`src/rtl/uart_tx_buffered_if.sv`:
```
// Byte producer <-> buffered UART transmitter: push strobe, data and status.
// Signal names match the original flat port list so callers only re-wire.
interface uart_tx_buffered_if #(
   parameter int DEPTH = 4
);
   logic [7:0]             i_data;
   logic                   i_send;
   logic                   o_tx;
   logic                   o_busy;
   logic                   o_full;
   logic [$clog2(DEPTH):0] o_count;
   logic                   o_overflow;

   modport master (
      output i_data, i_send,
      input  o_tx, o_busy, o_full, o_count, o_overflow
   );

   modport slave (
      input  i_data, i_send,
      output o_tx, o_busy, o_full, o_count, o_overflow
   );
endinterface

```
`src/rtl/uart_tx_buffered.sv`:
```
// 8N1 UART transmitter fed by a DEPTH-entry byte FIFO.
// Overflow is sticky and clears only on reset.
module uart_tx_buffered #(
   parameter int CLKS_PER_BIT = 2703,
   parameter int DEPTH        = 4
) (
   input  logic               clk,
   input  logic               reset,
   uart_tx_buffered_if.slave  bus
);
   localparam int AW = $clog2(DEPTH);
   localparam int CW = $clog2(CLKS_PER_BIT);

   typedef logic [AW:0] cnt_t;
   typedef enum logic [1:0] {IDLE, START, DATA, STOP} state_t;

   state_t          state_q, state_d;
   logic            tx_q, tx_d;
   logic [CW-1:0]   baud_q, baud_d;
   logic [2:0]      bit_q, bit_d;
   logic [7:0]      shreg_q, shreg_d;
   logic [AW-1:0]   wr_ptr_q, wr_ptr_d;
   logic [AW-1:0]   rd_ptr_q, rd_ptr_d;
   cnt_t            count_q, count_d;
   logic            ovf_q, ovf_d;
   logic [7:0]      mem_q [DEPTH];

   logic            full;
   logic            push;
   logic            pop;
   logic            bit_end;

   assign full    = (count_q == cnt_t'(DEPTH));
   assign push    = bus.i_send && !full;
   assign pop     = (state_q == IDLE) && (count_q != '0);
   assign bit_end = (baud_q == CW'(CLKS_PER_BIT - 1));

   // A full FIFO drops the push even when a pop frees a slot on the same edge.
   always_comb begin
      wr_ptr_d = wr_ptr_q;
      rd_ptr_d = rd_ptr_q;
      count_d  = count_q;
      ovf_d    = ovf_q | (bus.i_send & full);
      if (push) wr_ptr_d = wr_ptr_q + AW'(1);
      if (pop)  rd_ptr_d = rd_ptr_q + AW'(1);
      case ({push, pop})
         2'b10:   count_d = count_q + cnt_t'(1);
         2'b01:   count_d = count_q - cnt_t'(1);
         default: count_d = count_q;
      endcase
   end

   always_comb begin
      state_d = state_q;
      tx_d    = tx_q;
      baud_d  = baud_q;
      bit_d   = bit_q;
      shreg_d = shreg_q;
      case (state_q)
         IDLE: begin
            tx_d = 1'b1;
            if (pop) begin
               state_d = START;
               tx_d    = 1'b0;
               baud_d  = '0;
               bit_d   = '0;
               shreg_d = mem_q[rd_ptr_q];
            end
         end
         START: begin
            if (bit_end) begin
               state_d = DATA;
               tx_d    = shreg_q[0];
               baud_d  = '0;
            end else begin
               baud_d = baud_q + CW'(1);
            end
         end
         DATA: begin
            if (bit_end) begin
               baud_d = '0;
               if (bit_q == 3'd7) begin
                  state_d = STOP;
                  tx_d    = 1'b1;
               end else begin
                  // Next bit is taken from shreg_q[1] as the shift lands on this edge.
                  bit_d   = bit_q + 3'd1;
                  shreg_d = {1'b0, shreg_q[7:1]};
                  tx_d    = shreg_q[1];
               end
            end else begin
               baud_d = baud_q + CW'(1);
            end
         end
         STOP: begin
            tx_d = 1'b1;
            if (bit_end) begin
               state_d = IDLE;
               baud_d  = '0;
            end else begin
               baud_d = baud_q + CW'(1);
            end
         end
         default: begin
            state_d = IDLE;
            tx_d    = 1'b1;
         end
      endcase
   end

   always_ff @(posedge clk) begin
      if (reset) begin
         state_q  <= IDLE;
         tx_q     <= 1'b1;
         baud_q   <= '0;
         bit_q    <= '0;
         shreg_q  <= '0;
         wr_ptr_q <= '0;
         rd_ptr_q <= '0;
         count_q  <= '0;
         ovf_q    <= 1'b0;
      end else begin
         state_q  <= state_d;
         tx_q     <= tx_d;
         baud_q   <= baud_d;
         bit_q    <= bit_d;
         shreg_q  <= shreg_d;
         wr_ptr_q <= wr_ptr_d;
         rd_ptr_q <= rd_ptr_d;
         count_q  <= count_d;
         ovf_q    <= ovf_d;
      end
   end

   always_ff @(posedge clk) begin
      if (!reset && push) mem_q[wr_ptr_q] <= bus.i_data;
   end

   assign bus.o_tx       = tx_q;
   assign bus.o_busy     = (state_q != IDLE) || (count_q != '0);
   assign bus.o_full     = full;
   assign bus.o_count    = count_q;
   assign bus.o_overflow = ovf_q;
endmodule

```
`src/flat_wrapper.sv`:
```
// flat-port wrapper written by rule: the top's interface ports become plain ports
module uart_tx_buffered_flat 
#(
   parameter int CLKS_PER_BIT = 2703,
   parameter int DEPTH        = 4
)
  (clk, reset, bus_i_data, bus_i_send, bus_o_tx, bus_o_busy, bus_o_full, bus_o_count, bus_o_overflow);
  uart_tx_buffered_if #(.DEPTH(DEPTH)) bus_i ();
  input  logic clk;
  input  logic reset;
  input wire logic [$bits(bus_i.i_data)-1:0] bus_i_data;
  input wire logic [$bits(bus_i.i_send)-1:0] bus_i_send;
  output wire logic [$bits(bus_i.o_tx)-1:0] bus_o_tx;
  output wire logic [$bits(bus_i.o_busy)-1:0] bus_o_busy;
  output wire logic [$bits(bus_i.o_full)-1:0] bus_o_full;
  output wire logic [$bits(bus_i.o_count)-1:0] bus_o_count;
  output wire logic [$bits(bus_i.o_overflow)-1:0] bus_o_overflow;
  assign bus_i.i_data = bus_i_data;
  assign bus_i.i_send = bus_i_send;
  assign bus_o_tx = bus_i.o_tx;
  assign bus_o_busy = bus_i.o_busy;
  assign bus_o_full = bus_i.o_full;
  assign bus_o_count = bus_i.o_count;
  assign bus_o_overflow = bus_i.o_overflow;
  uart_tx_buffered #(.CLKS_PER_BIT(CLKS_PER_BIT), .DEPTH(DEPTH)) u_core (.clk(clk), .reset(reset), .bus(bus_i));
endmodule
```
`config.mk`:
```
export PLATFORM = sky130hd
export DESIGN_NAME = uart_tx_buffered_flat
export DESIGN_NICKNAME = d
export VERILOG_FILES = /design/src/rtl/uart_tx_buffered_if.sv /design/src/rtl/uart_tx_buffered.sv /design/src/flat_wrapper.sv
export SDC_FILE = /design/constraint.sdc
export NUM_CORES = 1
export LEC_CHECK = 0
export ABC_AREA = 1
export CAP_MARGIN = 20
export CORE_MARGIN = 2
export CORE_UTILIZATION = 60
export DETAILED_ROUTE_END_ITERATION = 12
export GPL_TIMING_DRIVEN = 0
export PLACE_DENSITY = 0.81
export SLEW_MARGIN = 30
export SYNTH_ARGS = -nofsm -noshare
export SYNTH_HDL_FRONTEND = slang
export SYNTH_SLANG_ARGS = --single-unit
```
`constraint.sdc`:
```
create_clock -name clk -period 2.85 [get_ports clk]
set_input_delay 0.57 -clock clk [delete_from_list [all_inputs] [get_ports clk]]
set_output_delay 0.57 -clock clk [all_outputs]
set_load 0.02 [all_outputs]
```
# Yosys cells after proc, flatten, opt, wreduce, memory -nomap -nowiden
# Memory sizes are Yosys's and may differ from the RTL's. A register that Yosys moved wholly into a read port is not among the register bits.
# Cells that the tools add are included.
[classes]
n_mux = 27
addsub = 6
bitwise = 2
n_reduce_logical = 15
n_eq_ne = 14
[ops]
columns = ["operator", "count"]
rows = [
  ["$mux W12", 2],
  ["$mux W8", 3],
  ["$pmux W12 S2", 1],
  ["$pmux W8 S2", 1],
  ["$mux W2", 7],
  ["$add A12 B1 Y12 const B", 1],
  ["$eq A12 B12 Y1 const B", 1],
  ["$pmux W3 S2", 2],
  ["$ne A2 B1 Y1 const B", 5],
  ["$mux W3", 3],
  ["$pmux W2 S4", 1],
  ["$add A3 B1 Y3 const B", 2],
  ["$eq A2 B2 Y1 const B", 3],
  ["$eq A3 B3 Y1 const B", 2],
  ["$mux W1", 6],
  ["$reduce_bool A2 Y1", 3],
  ["$reduce_and A5 Y1", 1],
  ["$add A2 B1 Y2 const B", 2],
  ["$eq A2 B1 Y1 const B", 2],
  ["$pmux W1 S4", 1],
  ["$reduce_and A4 Y1", 1],
  ["$logic_and A1 B1 Y1", 3],
  ["$reduce_bool A3 Y1", 1],
  ["$reduce_or A3 Y1", 1],
  ["other kinds (8)", 9],
]
[word_totals]
memories = 1
register_bits = 34
ramBits = 32
out_inout_bits = 7
input_bits = 11
word_cells = 74
[mem_list]
columns = ["memory", "words", "width", "read_ports", "rd_clocked_by_memory_dff", "wr", "line", "rtl"]
rows = [
  ["u_core.mem_q", 4, 8, 1, 1, 1, "uart_tx_buffered.sv:26", "logic [7:0] mem_q [DEPTH];"],
]

# Logic depth before layout (Yosys ltp)
[logic_depth]
depth_word = 6
mapped_depth = 11

# Least setup slack after synthesis
# Ideal clock, no wire load.
[synth_timing]
path_kind = "register -> register"
startpoint = "reg u_core.state_q[0]"
endpoint = "reg u_core.count_q[2], in the netlist u_core.bus.o_count[2]"
arrival_time_ns = 1.879
stages_incl_launch_ff = 11
path_slack_ns = 0.901
setup_ns = 0.070
cell_sequence = "dfxtp_1 > inv_1 > ha_1 > inv_2 > a21oi_1 > ha_1 > fa_1 > a21oi_1 > o21a_1 > o21ai_0 > a21oi_1"
[synth_between]
elab_chain_cells = 4
word_cells_on_any_way = 6
[synth_lines]
columns = ["element", "line", "rtl"]
rows = [
  ["from (decl)", "uart_tx_buffered.sv:17", "state_t state_q, state_d;"],
  ["from (signal assigned)", "uart_tx_buffered.sv:123", "state_q <= state_d;"],
  ["$logic_not A2 Y1 *", "uart_tx_buffered.sv:35", "assign pop = (state_q == IDLE) && (count_q != '0);"],
  ["$logic_and A1 B1 Y1 *", "uart_tx_buffered.sv:35", ""],
  ["net u_core.pop", "uart_tx_buffered.sv:30", "logic pop;"],
  ["$eq A2 B1 Y1 or $eq A2 B2 Y1 (tied branches)", "uart_tx_buffered.sv:46", "case ({push, pop})"],
  ["$pmux W3 S2 or $reduce_bool A2 Y1 (tied branches)", "-", ""],
  ["to (signal assigned)", "uart_tx_buffered.sv:130", "count_q <= count_d;"],
  ["to (decl)", "uart_tx_buffered.sv:24", "cnt_t count_q, count_d;"],
]
# The timed path passes the listed nets; every way through them passes the cells marked *.
# A chain may end at the register's enable or synchronous reset.

# Worst setup path in the final report
[layout_timing]
startpoint = "reg u_core.state_q[0]"
endpoint = "out bus_o_busy"
[layout_between]
elab_chain_cells = 2
[layout_lines]
columns = ["element", "line", "rtl"]
rows = [
  ["$reduce_bool A2 Y1", "uart_tx_buffered.sv:140", "assign bus.o_busy = (state_q != IDLE) || (count_q != '0);"],
  ["$logic_or A1 B1 Y1", "uart_tx_buffered.sv:140", ""],
  ["to (decl)", "flat_wrapper.sv:14", "output wire logic [$bits(bus_i.o_busy)-1:0] bus_o_busy;"],
]
# Every way passes these cells.

==> flow_summary.ini <==
[layout]
multiInputGateArea_um2 = 1330
num-fill-cells = 414
fin_util_pct = 72.0
fin_area_um2 = 3720
area_growth_pct = 14.8
layout-drive-gt1-share_pct = 9.26
diodes = 0
seqCellArea_um2 = 1680
nets = 442

[setup_path]
cp-end-kind = output port
r2r_slack_ns = 0.49
cp_slowest_stage_delay_ns = 0.61
path_cells = inv_1 -> ha_1 -> nand3_2 -> clkdlybuf4s50_1
start_kind = flop
timing.rr.end = u_core.bus.o_count[2]
r2r_start = u_core.state_q[0]
worstSetupPathType = reg -> out
crit_arrival_ns = 1.81
crit_fanout = 4
crit_required_ns = 2.28
worst_path_max_delay_cell = clkdlybuf4s50_1
worstRegToRegCells = 10

[global_route]
antenna_found_initial = 0
grt-ovfl-total = 0
grt_pass1_vias = 2345
grt_util_all_layers_pct = 22.1
grt_pass1_wl_mm = 10.5
grt_start_max_net_pins = 14

[drt]
vias_per_cell = 5.16
drt-initial-drc-count = 157
vias = 2535
drc = 0
dr.pass1.iters = 4
detail-route-antenna-nets = 0
wl_mm = 6.21
wl_per_cell_um = 12.6

[sta]
rsz0062_at_grt = no
setup_viol = 0
worstMarginPinSlew_ns = 0.749
setup_tns_ns = 0
final.min_clock_period_ns = 2.38
timing.final.crit_share_pct = 83.5
fin_skew_ns = 0.00943
hold_violations = 0
slew_headroom_pct = 49.9
slew_violations = 0
worst_hold_slack_ns = 0.471
max_freq_mhz = 420

[logic_synthesis]
ys_seq_area_share_pct = 51.8
synth_cell_types = 30
synth-edff-count = 32
avgSynthCellArea_um2 = 8.36
ys_ff_latch = 68
syn-num-nets = 414
syn_area_um2 = 3240
ys_warn_count = 0
synthFlopType = dfxtp_1
async_reset_ff_share_pct = 0
synth_cells = 388

[placement]
io_buffers = 17
place_area_um2 = 3500
dp_hpwl_mm = 4.36
routabilityCongestion = 0.869

[floorplanning]
fp.dieArea_um2 = 6010
fp.dieW_um = 77.5
die_h_um = 77.5
start_util_pct = 62.7
core_area_um2 = 5170
fp-row-count = 26
ios = 18

[run_status]
run_status = finished clean

[hold_path]
hp-class = reg -> reg
hold_start = u_core.bus.o_overflow
hold_depth = 2
whs_endpoint = u_core.bus.o_overflow

[clocking]
root_buffer = clkbuf_8
cts_tree = yes
clock-sinks = 68
clk_pin_slew_ns = 0.08
cts.repair.resized = 0
cts_max_level = 3
cts_made_buffers = 9
clk_latency_ns = 0.34
hold_buffers = 0
cts_setup_buffers = 0
clockBufferDepth = 2

[power_and_ir_drop]
finalPower_w = 0.00357
peakVddDrop_mv = 0.604
leakage_nw = 1.52
powerDensity_nw_per_um2 = 959

[flow_run]
maxCapViolations = 0
-- cells in the final DEF, fill, tap and decap left out, types with 3 or more instances in the layout --
| cell | instances |
|---|---|
| a21oi_1 | 25 |
| buf_2 | 3 |
| clkbuf_1 | 3 |
| clkbuf_8 | 9 |
| clkdlybuf4s50_1 | 17 |
| dfxtp_1 | 36 |
| edfxtp_1 | 32 |
| ha_1 | 14 |
| inv_1 | 44 |
| nand2_1 | 83 |
| nand3_1 | 13 |
| nand4_1 | 5 |
| nor2_1 | 65 |
| nor2_2 | 3 |
| o21ai_0 | 38 |
-- worst max path at each step --
stage | start | end | slack [ns] | depth (start not counted)
after detailed placement | reset | u_core.mem_q[1][6] | 0.46 | 4
after floorplan | u_core.state_q[0] | u_core.bus.o_count[2] | 0.90 | 10
after global routing | u_core.state_q[0] | u_core.bus.o_count[2] | 0.34 | 10
final | u_core.state_q[0] | bus_o_busy | 0.47 | 4
after global placement | reset | u_core.mem_q[2][6] | 0.47 | 4
after CTS | u_core.state_q[0] | bus_o_busy | 0.47 | 4
-- cells by family (layout without fill, tap and decap cells) --
| kind of cell | count (synthesis) | after routing | share of synthesized area (%) |
|---|---|---|---|
| compound gates | 68 | 68 | 10.8 |
| simple gates | 179 | 179 | 23.8 |
| buf+inv | 57 | 90 | 7.33 |
| xor+xnor | 1 | 1 | 0.270 |
| fa+ha+maj | 15 | 15 | 6.02 |
| flops | 68 | 68 | 51.8 |
-- per-stage QoR --
| step | worst slack (ns) | instances |
|---|---|---|
| 3_5_place_dp | 0.458 | 475 |
| 5_1_grt | 0.344 | 491 |
| 2_1_floorplan | 0.901 | 388 |
| 6_report | 0.471 | 491 |
| 4_1_cts | 0.475 | 491 |
| 3_3_place_gp | 0.467 | 475 |
-- critical path: cells and delay by family (launching register included) --
family / cells / cell delay [ns]
buffers and inverters: 2 / 0.72
adders and majority gates: 1 / 0.26
DFF: 1 / 0.37
and+or+nand+nor: 1 / 0.12
-- Yosys cell counts (3+ instances only) --
library cell / count / area, um2
nand2_1: 83 / 312
nor2_1: 65 / 244
inv_1: 44 / 165
o21ai_0: 38 / 190
dfxtp_1: 36 / 721
edfxtp_1: 32 / 961
a21oi_1: 25 / 125
ha_1: 14 / 175
nand3_1: 13 / 65.1
nand4_1: 5 / 31.3
buf_2: 3 / 15.0
clkbuf_1: 3 / 11.3
nor2_2: 3 / 18.8
-- final cells by class --
cell class,instances,area share [%]
plain buffers,11,1.75
clock buffers,9,3.33
clock inverters,7,2.65
inverters,46,4.64
multi-input cells,263,35.6
flip-flops and latches,68,45.1
well taps,70,2.35
repair buffers,17,4.57
-- sequential cells by signal (all words and copies together) (netlist names), named ones only --
| signal | count |
|---|---|
| u_core.bus.o_count | 3 |
| u_core.bit_q | 3 |
| u_core.bus.o_tx | 1 |
| u_core.mem_q | 32 |
| u_core.bus.o_overflow | 1 |
| u_core.state_q | 2 |
| u_core.shreg_q | 8 |
| u_core.wr_ptr_q | 2 |
| u_core.baud_q | 12 |
| u_core.rd_ptr_q | 2 |
-- layer usage --
metal / global-route usage, % / vias up / part of all wire [%]
met3: 3.72 / 7 / 4.0
met4: 8.04 / 0 / 0.85
met5: 0 / - / 0
met2: 35.6 / 43 / 47
li1: - / 1312 / -
met1: 30.2 / 1173 / 48
-- where the power goes --
group	total [W]	internal [W]	leakage (nW)	switching [W]
Clock	0.000879	0.000497	0.110	0.000383
Combinational	0.00143	0.000530	0.829	0.000904
Sequential	0.00126	0.00117	0.585	0.0000847
Power figures use the tool's default switching activity.
